**src/rtl/parity_frame_pkg.sv**
```systemverilog
// Shared types and constants for the parity-framed serial transmitter.
package parity_frame_pkg;

  localparam int unsigned FRAME_BITS = 7;

  typedef enum logic [2:0] {
    IDLE,
    START,
    DATA,
    PARITY,
    STOP
  } state_t;

  function automatic logic calc_parity(input logic [3:0] nib, input logic odd);
    return (^nib) ^ odd;
  endfunction

endpackage

```
**src/rtl/parity_frame_tx_bit_timer.sv**
```systemverilog
// Bit-time counter: counts 0..CLKS_PER_BIT-1 while running, pulses o_bit_done on wrap.
module bit_timer #(
  parameter int unsigned CLKS_PER_BIT = 4
) (
  input  logic clk,
  input  logic rst_n,
  input  logic i_run,
  output logic o_bit_done
);

  localparam logic [7:0] LAST = 8'(CLKS_PER_BIT - 1);

  logic [7:0] r_cnt;

  always_ff @(posedge clk) begin
    if (!rst_n || !i_run) begin
      r_cnt <= '0;
    end else if (r_cnt == LAST) begin
      r_cnt <= '0;
    end else begin
      r_cnt <= r_cnt + 8'd1;
    end
  end

  assign o_bit_done = i_run && (r_cnt == LAST);

endmodule

```
**src/rtl/parity_frame_tx.sv**
```systemverilog
// Serial transmitter: start bit, 4 data bits LSB first, parity bit, stop bit.
module parity_frame_tx
  import parity_frame_pkg::*;
#(
  parameter int unsigned CLKS_PER_BIT = 4,
  parameter bit          PARITY_ODD   = 1'b0
) (
  input  logic       clk,
  input  logic       rst_n,
  input  logic [3:0] data_in,
  input  logic       valid,
  output logic       ready,
  output logic       tx,
  output logic       busy,
  output logic       parity_out
);

  state_t     r_state, w_state_nxt;
  logic [3:0] r_shift, w_shift_nxt;
  logic [1:0] r_idx, w_idx_nxt;
  logic       r_par, w_par_nxt;
  logic       r_tx, w_tx_nxt;
  logic       w_run;
  logic       w_bit_done;

  assign w_run = (r_state != IDLE);

  bit_timer #(.CLKS_PER_BIT(CLKS_PER_BIT)) u_bit_timer (
    .clk        (clk),
    .rst_n      (rst_n),
    .i_run      (w_run),
    .o_bit_done (w_bit_done)
  );

  always_ff @(posedge clk) begin
    if (!rst_n) begin
      r_state <= IDLE;
      r_shift <= '0;
      r_idx   <= '0;
      r_par   <= 1'b0;
      r_tx    <= 1'b1;
    end else begin
      r_state <= w_state_nxt;
      r_shift <= w_shift_nxt;
      r_idx   <= w_idx_nxt;
      r_par   <= w_par_nxt;
      r_tx    <= w_tx_nxt;
    end
  end

  always_comb begin
    w_state_nxt = r_state;
    w_shift_nxt = r_shift;
    w_idx_nxt   = r_idx;
    w_par_nxt   = r_par;
    case (r_state)
      IDLE: begin
        if (valid) begin
          w_state_nxt = START;
          w_shift_nxt = data_in;
          w_par_nxt   = calc_parity(data_in, PARITY_ODD);
          w_idx_nxt   = '0;
        end
      end
      START: begin
        if (w_bit_done) w_state_nxt = DATA;
      end
      DATA: begin
        if (w_bit_done) begin
          w_shift_nxt = {1'b0, r_shift[3:1]};
          w_idx_nxt   = r_idx + 2'd1;
          if (r_idx == 2'd3) w_state_nxt = PARITY;
        end
      end
      PARITY: begin
        if (w_bit_done) w_state_nxt = STOP;
      end
      STOP: begin
        if (w_bit_done) w_state_nxt = IDLE;
      end
      default: w_state_nxt = IDLE;
    endcase

    // tx is registered from the next-state view so each bit appears on the
    // first cycle of its slot without a combinational path to the pin.
    w_tx_nxt = 1'b1;
    case (w_state_nxt)
      START:   w_tx_nxt = 1'b0;
      DATA:    w_tx_nxt = w_shift_nxt[0];
      PARITY:  w_tx_nxt = w_par_nxt;
      default: w_tx_nxt = 1'b1;
    endcase
  end

  assign ready      = (r_state == IDLE);
  assign busy       = ~ready;
  assign tx         = r_tx;
  assign parity_out = r_par;

endmodule

```
**config.mk**
```make
export PLATFORM = sky130hd
export DESIGN_NAME = parity_frame_tx
export DESIGN_NICKNAME = d
export VERILOG_FILES = /design/src/rtl/parity_frame_pkg.sv /design/src/rtl/parity_frame_tx_bit_timer.sv /design/src/rtl/parity_frame_tx.sv
export SDC_FILE = /design/constraint.sdc
export NUM_CORES = 1
export LEC_CHECK = 0
export CORE_MARGIN = 3
export CORE_UTILIZATION = 46
export CTS_CLUSTER_DIAMETER = 150
export DETAILED_ROUTE_END_ITERATION = 8
export PLACE_DENSITY = 0.76
export SYNTH_ARGS = -nofsm -noshare
export SYNTH_HDL_FRONTEND = slang
export SYNTH_SLANG_ARGS = --single-unit
```
**constraint.sdc**
```tcl
create_clock -name clk -period 2.2 [get_ports clk]
set_input_delay 0.44 -clock clk [delete_from_list [all_inputs] [get_ports clk]]
set_output_delay 0.44 -clock clk [all_outputs]
set_load 0.05 [all_outputs]
```
After elaboration in Yosys (flattened, before gate mapping)
Cells that the tools add are included.

Flip-flop bits (word level): 19. Memories: 0. Bits in latches: 0. Output and inout bits: 4. Word-level logic and storage cells: 47. Memory bits (read-only): 0. Input port bits: 7. Bits in writable memories: 0.

$add $sub $neg: 2. Shift operators: 0. Bitwise operators: 1. Multiply operators: 0. Divide/modulo/power cells: 0. Mux-type cells: 16. $lt $le $gt $ge: 0. Reductions and logical operators: 10. Eq/ne operators: 11.

Operators by type and width (number): $mux 3 (6); $pmux 3 s5 (1); $eq 3x2->1 const B (4); $add 8x1->8 const B (1); $eq 8x2->1 const B (1); $mux 4 (2); $pmux 4 s2 (1); $eq 3x1->1 const B (2); $mux 2 (2); $pmux 2 s2 (1); $reduce_xor 4->1 (1); $eq 3x3->1 const B (1); $logic_not 3->1 (1); $pmux 1 s3 (1); $reduce_and 3->1 (1); $reduce_bool 3->1 (1); $add 2x1->2 const B (1); $eq 2x2->1 const B (1); $logic_not 1->1 (2); $mux 1 (2); $ne 2x1->1 const B (1); $ne 2x2->1 const B (1); $reduce_bool 2->1 (1); $reduce_or 2->1 (1); 3 further kinds (3).

Longest topological paths before layout
Depth in word-level cells: 6. Mapped depth: 7. Mapped depth without buffers: 6.

Modules after synthesis
Synthesis repeated with hierarchy kept, for this count alone.

Cells, all modules: 104. Area total of the unflattened synthesis: 950.9 um2.

By module, submodules not included: parity_frame_tx (area each 605.6 um2, instances 1, seq. area each 220.2 um2, cells each 65); bit_timer (area each 345.3 um2, instances 1, seq. area each 160.2 um2, cells each 39).

Worst setup path after synthesis
No wires, ideal clock.

Path type: reg-to-reg. From: reg u_bit_timer.r_cnt[0]. To: reg r_tx (netlist: tx). Stages on the path, launching flop included: 7. Library setup time: 120 ps. Data required time: 2080 ps. Arrival: 1973 ps. Path slack: 107 ps. Buffers on the path: 0. Period minus slack after synthesis: 2093 ps. Path through: dfxtp_1 -> ha_1 -> or3b_2 -> or4_4 -> a21oi_2 -> a211oi_1 -> a211o_1.

Word-level cells in the longest chain between the ends: 6.

Ends and longest elaborated chain: from (decl) (line parity_frame_tx_bit_timer.sv:13) `logic [7:0] r_cnt;`; from (signal assigned) (line parity_frame_tx_bit_timer.sv:21) `r_cnt <= r_cnt + 8'd1;`; $eq 8x2->1 (*) (line parity_frame_tx_bit_timer.sv:25) `assign o_bit_done = i_run && (r_cnt == LAST);`; $logic_and 1x1->1 (*) (line parity_frame_tx_bit_timer.sv:25); $mux 3 (on tied branches); $pmux 3 s5 (line parity_frame_tx.sv:56) `case (r_state)`; $eq 3x2->1 or $eq 3x1->1 (tied branches) (line parity_frame_tx.sv:87) `case (w_state_nxt)`; $pmux 1 s3 (*) (line parity_frame_tx.sv:87); to (signal assigned) (line parity_frame_tx.sv:47) `r_tx <= w_tx_nxt;`; to (decl) (line parity_frame_tx.sv:22) `logic r_tx, w_tx_nxt;`.

Mark *: on every way between the ends. The rest lies on a longest branch, timed or not. The select of a mux whose other input is x is not followed. A chain may end at the register's enable or synchronous reset.

Worst setup path in the final report
From: reg u_bit_timer.r_cnt[1]. To: reg r_tx (netlist: tx).

The elaborated chain is that of the path after synthesis.

==> run_results.csv <==
group,metric,value,unit
run_status,status,"complete, no violations",
place,place_congestion,0.817,
clock_network,holdBufCountCts,0,
die,start_util,50.9,%
logic_synthesis,synth_seq_cells,19,
logic_synthesis,yosysTopAreaCellShare,41.1,%
clock_network,htreeDepth,1,
power,power_density,578,nW/um^2
die,die_w,50.9,um
power,combPwrFrac,18.0,%
min_path,holdPathStages,1,
grt,antenna_found_initial,0,
cells_and_area,final_area,1130,sq um
clock_network,clk_path_buf_depth,2,
place,dp_hpwl,1280,um
clock_network,clkTransAtPathRegs,0.10,ns
routing,ant_nets,0,
critical_path,required,2.39,ns
power,max-vdd-ir-drop,0.352,mV
clock_network,cts_root_buf,"clkbuf_4",
cells_and_area,final_cells,142,
grt,track_usage,13.6,%
cells_and_area,area_growth,21.9,%
routing,wl,1680,um
timing,finalSetupViolations,0,
timing,fin_crit,2.10,ns
timing,fmax,477,MHz
timing,max-slew-margin-rel,66.8,%
critical_path,slowest_stage,"or4_4",
logic_synthesis,synthTopCellsByArea,"dfxtp_1 41%, nor2b_1 5.4%, nor2_1 5.3%",
cells_and_area,nNetsFinal,127,
timing,worstMarginPinSlew,0.497,ns
power,intPower,479,uW
timing,period_share,95.3,%
power,clockPowerShare,26.6,%
routing,detail_route.wl_per_cell,11.8,um
timing,tns,0,ns
critical_path,cp-end-kind,"flop",
routing,drc,0,
logic_synthesis,yosysTopAreaCell,"dfxtp_1",
critical_path,path_cells,"ha_1 -> or3b_2 -> or4_4 -> a21oi_2 -> a211oi_1 -> a211o_1",
logic_synthesis,ys_warn_count,0,
timing,rsz0062_at_grt,"no",
cells_and_area,insertedDiodeCount,0,
critical_path,arrival,2.29,ns
timing,hold_violations,0,
place,post-place-cells,138,
cells_and_area,utilization,62.0,%
routing,vias,733,
die,die_h,50.9,um
place,postPlaceCellArea,1090,sq um
critical_path,slowest_delay,0.49,ns
clock_network,numCtsBuffers,3,
die,io_pins,11,
grt,grt_pass1_vias,628,
power,seq_power_share,55.4,%
logic_synthesis,netlist_area,926,sq um
routing,via_per_inst,5.16,
critical_path,rr_worst_depth,6,
power,switching_power,174,uW
place,port_buffers,10,
logic_synthesis,syn_inst,102,
grt,overflow,0,
min_path,hold_path.class,"flop to flop",
logic_synthesis,synthDistinctLibCells,32,
job,drv_cap,0,
die,dieArea,2590,sq um
clock_network,clk_latency,0.29,ns
clock_network,cts_tree,"built",
power,switching_share,26.6,%
logic_synthesis,syn_avg_cell_area,9.08,sq um
critical_path,worstPathMaxFanout,3,
critical_path,worst_setup_path_start_kind,"flop",
routing,drt_first_pass_iters,4,
timing,drv_slew,0,
timing,skew,0.00201,ns
die,design.core.area,1820,sq um
logic_synthesis,seq_area_frac_synth,41.1,%
grt,grt_max_degree,12,
cells_and_area,drive_gt1_share,15.4,%
logic_synthesis,synth_fp_nets,111,
routing,drt_iter0_drc,11,
critical_path,path_class,"flop to flop",
grt,grt_pass1_wl,2630,um
power,p_leak,0.000440,uW
die,rows,15,
cells_and_area,fillers,156,
clock_network,numClockSinks,19,
==> worst paths after layout <==
path | to | slack (ns) | from
worst min register to register | u_bit_timer.r_cnt[0]$_SDFF_PP0_ | 0.43 | u_bit_timer.r_cnt[0]$_SDFF_PP0_
worst max register to register | tx$_SDFF_PN1_ | 0.10 | u_bit_timer.r_cnt[1]$_SDFF_PP0_
worst min-delay path | u_bit_timer.r_cnt[0]$_SDFF_PP0_ | 0.43 | u_bit_timer.r_cnt[0]$_SDFF_PP0_
worst max-delay path | tx$_SDFF_PN1_ | 0.10 | u_bit_timer.r_cnt[1]$_SDFF_PP0_
==> power by group through the flow <==
stage / clock network (uW) / logic, uW / registers [uW]
floorplan: 0 / 60.7 / 381
detailed placement: 0 / 118 / 369
CTS: 175 / 118 / 362
global route: 188 / 125 / 363
global placement: 0 / 115 / 368
finish: 174 / 117 / 362
==> worst max-delay path, delay by kind of cell, from the launching register on <==
kind            cells  cell delay, ns
compound gates      3            0.51
fa+ha+maj           1            0.16
flops               1            0.36
simple gates        2            0.96
==> state kept, by name, indices dropped and copies added (netlist names) <==
name and count:
r_shift 4, u_bit_timer.r_cnt 8, tx 1, parity_out 1, r_state 3, r_idx 2
==> cell usage in the layout (no fill, tap or decap), types with 4 or more instances in the layout <==
cell	count
buf_4	6
nand3_1	4
dfxtp_1	18
xnor2_1	5
a21boi_0	4
nor2b_1	8
clkdlybuf4s50_1	8
nor2_1	13
xor2_1	4
nand2_1	8
==> area by class of cell <==
type | instances | area, sq um | share of cell area (%)
Multi-Input combinational cell | 76 | 524 | 46.5
Timing Repair Buffer | 16 | 158 | 14.0
Sequential cell | 19 | 382 | 33.8
Clock buffer | 4 | 26.3 | 2.33
Tap cell | 25 | 31.3 | 2.77
Inverter | 2 | 7.51 | 0.665
==> per-layer routing <==
layer,wire length (um),vias to the layer above,GRT usage [%]
met1,807,334,17.5
met2,789,16,20.9
met5,0,-,0
met4,30,0,8.07
met3,52,4,2.92
li1,-,379,-
==> repair_timing <==
action | in CTS | in global routing
endpoints found under the setup margin | 0 | 2
resized for setup | 0 | 3
setup buffers | 0 | 0
==> logic make-up (layout without fill, tap and decap cells) <==
family	Yosys count	in the layout	synth area share, %
multiplexers	4	4	4.46
buffers and inverters	7	22	2.84
AO/OA/AOI/OAI	12	12	9.60
XOR/XNOR	9	9	8.51
flip-flops	19	19	41.1
AND/OR/NAND/NOR	49	49	30.8
adder cells (fa/ha/maj)	2	2	2.70
==> per-stage QoR <==
| stage | hold slack (ns) | setup WS (ns) | total power (uW) |
|---|---|---|---|
| after floorplan | 0.426 | 0.107 | 441 |
| after global placement | 0.442 | 0.119 | 483 |
| after detailed placement | 0.458 | 0.0767 | 487 |
| after CTS | 0.482 | 0.00734 | 655 |
| after global routing | 0.468 | 0.0199 | 676 |
| final | 0.435 | 0.104 | 653 |
==> Yosys cell counts <==
cell type / number
nor4b_4: 1
a211oi_1: 1
nand2b_1: 1
a21oi_2: 1
nor2_1: 13
nand4_1: 2
a211o_1: 1
nor4_1: 1
xor2_1: 4
or3_1: 1
nand3_1: 4
and4_1: 2
nand2_1: 8
mux2i_1: 3
mux2_2: 1
nand3b_1: 1
inv_1: 2
nor2b_1: 8
a22oi_1: 3
ha_1: 2
and3_1: 1
clkbuf_1: 5
nor3_1: 1
or3b_2: 1
a21boi_0: 4
and2_1: 1
or4_4: 2
nor3b_1: 1
o21ai_0: 1
dfxtp_1: 19
a31oi_1: 1
xnor2_1: 5
(Power assumes the default switching activity.)
==> edit: new RTL, config.mk and constraints unchanged <==
Set the parameter `PARITY_ODD` to 1'b1 (it was 1'b0).
--- a/src/rtl/parity_frame_tx.sv
+++ b/src/rtl/parity_frame_tx.sv
@@ -3,7 +3,7 @@
   import parity_frame_pkg::*;
 #(
   parameter int unsigned CLKS_PER_BIT = 4,
-  parameter bit          PARITY_ODD   = 1'b0
+  parameter bit          PARITY_ODD   = 1'b1
 ) (
   input  logic       clk,
   input  logic       rst_n,
Formal check against the unedited RTL: not equivalent (a bounded check fails within 4 cycles, from zero or initial values and one cycle with rst_n low).
==> edit against the unedited design <==
Hold slack improved by 33 ps; register-to-register slack improved by 300 ps; cell area fell by 6.0%; sequential power barely moved; setup slack improved by 170 ps; fmax rose by 9.0%; count of clock-buffer cells in the layout fell by 1; total power fell by 2.8%; synthesized area fell by 1.2%; sequential cell count did not move; wire length fell by 3.5%.
==> edit: results (changes against the unedited design) <==
- Slew headroom: 67.0% (+0.21 points)
- Area delta synth->final: 16.0%
- DP HPWL: 1210 µm (-5.7%)
- Clock-cell share: 2.59% (+0.27 points)
- Commonest cells post-synth: dfxtp_1 (19), nor2_1 (14), nand2_1 (11)
- Fillers: 181 (+16%)
- Synth area leaders: dfxtp_1 (42%), xnor2_1 (6.7%), nor2_1 (5.7%)
- Syn_nets: 108 (-2.7%)
- CP arrival: 1480 ps (-810 ps)
- Met3 Wirelength: 50 µm (-3.8%)
- First-pass GRT wire length: 2860 µm (+8.9%)
- Final nets: 123 (-3.1%)
- Register share of the cell area: 35.8% (+2.0 points)
- Grt met2 use: 22.2% (+1.3 points)
- Multi-input gates: 74 (-2.6%)
- Clk_lat worst skew: 300 ps
- Max stage delay cell, worst path: clkdlybuf4s50_1
- Post-synthesis mux area share: 1.09% (-3.4 points)
- Met1 WL: 831 µm (+3.0%)
- Top delay family on crit path: buffers and inverters
- Post-route insts no fill: 138 (-2.8%)
- Placed insts: 134 (-2.9%)
- Number of global-route vias before repair: 645 (+2.7%)
- Routability congestion estimate: 0.844 (+3.3%)
- Yosys cell types: 31 (-3.1%)
- Commonest non-fill, non-tap cell in the layout: dfxtp_1
- Maximum vdd drop: 375 µV (+6.6%)
- Post-Synth Adder-Cell Area: 2.74% (+0.033 points)
- Status: finished clean
- Final wirelength: 1620 µm (-3.5%)
- Wire length on met2: 689 µm (-13%)
- Layout cells sized above 1: 12.4% (-3.0 points)
- Iter 0 DRT Violations: 18 (+7)
- TritonRoute pass-1 iters: 4 (unchanged)
- Signal buf overhead: 10.4% (-3.6 points)
- Met1 Use GR: 19.9% (+2.4 points)
- XOR/XNOR share of the synthesized area: 9.58% (+1.1 points)
- CP max stage delay: 810 ps (+320 ps)
- Tot GR Track Use: 15.4% (+1.8 points)
- Met3 Track Usage GR: 3.86% (+0.94 points)
- Max Clock Skew: 7.53 ps (+5.51 ps)
- Dpl ws: 150 ps (+73.1 ps)
- Inserted Diodes: 0 (unchanged)
- Post-synthesis compound-gate area fraction: 11.1% (+1.5 points)
- Max Root-Sink Buffers: 2 (unchanged)
- Count of plain and timing-repair buffers: 12 (-4)
- Sequential-to-total area share from yosys stat: 41.6% (+0.51 points)
- Pleak: 0.387 nW (-12%)
- Multi-input combinational area share: 46.8% (+0.36 points)
- Top Registers: u_bit_timer.r_cnt x8, r_shift x4, r_state x3
- Inverters: 4 (+2)
- Post-synth ARST share: 0% (unchanged)
- Dpl cell area: 1030 µm² (-5.5%)
- Avg Inst Size Synth: 9.24 µm² (+1.8%)
- Layout clock buffer count: 3 (-1)
- Port bufs: 10 (unchanged)
- Vias: 713 (-2.7%)
edit: cell count changes in the layout (fill, tap and decap cells not counted), sizes merged, moves of 2 or more:
cell	unedited run	this run
a21boi	4	0
a21oi	1	7
buf	7	4
clkinv	0	2
mux2i	3	1
nand2	8	12
nor2b	8	1
o211ai	0	2
or4	2	0
xnor2	5	7
edit: worst paths after layout:
check / from / endpoint / slack, ps / depth (start not counted)
hold / removal: r_shift[2]$_SDFFE_PN0P_ / r_shift[2]$_SDFFE_PN0P_ / 470 / 2
hold reg to reg: r_shift[2]$_SDFFE_PN0P_ / r_shift[2]$_SDFFE_PN0P_ / 470 / 2
setup / recovery: parity_out$_SDFF_PN0_ / parity_out / 280 / 1
setup reg to reg: u_bit_timer.r_cnt[0]$_SDFF_PP0_ / tx$_SDFF_PN1_ / 400 / 6
edit: where the power goes:
part	switching (mW)	internal [mW]	leakage (nW)
logic	0.0518	0.0403	0.214
registers	0.00828	0.354	0.155
clock network	0.112	0.0678	0.0177
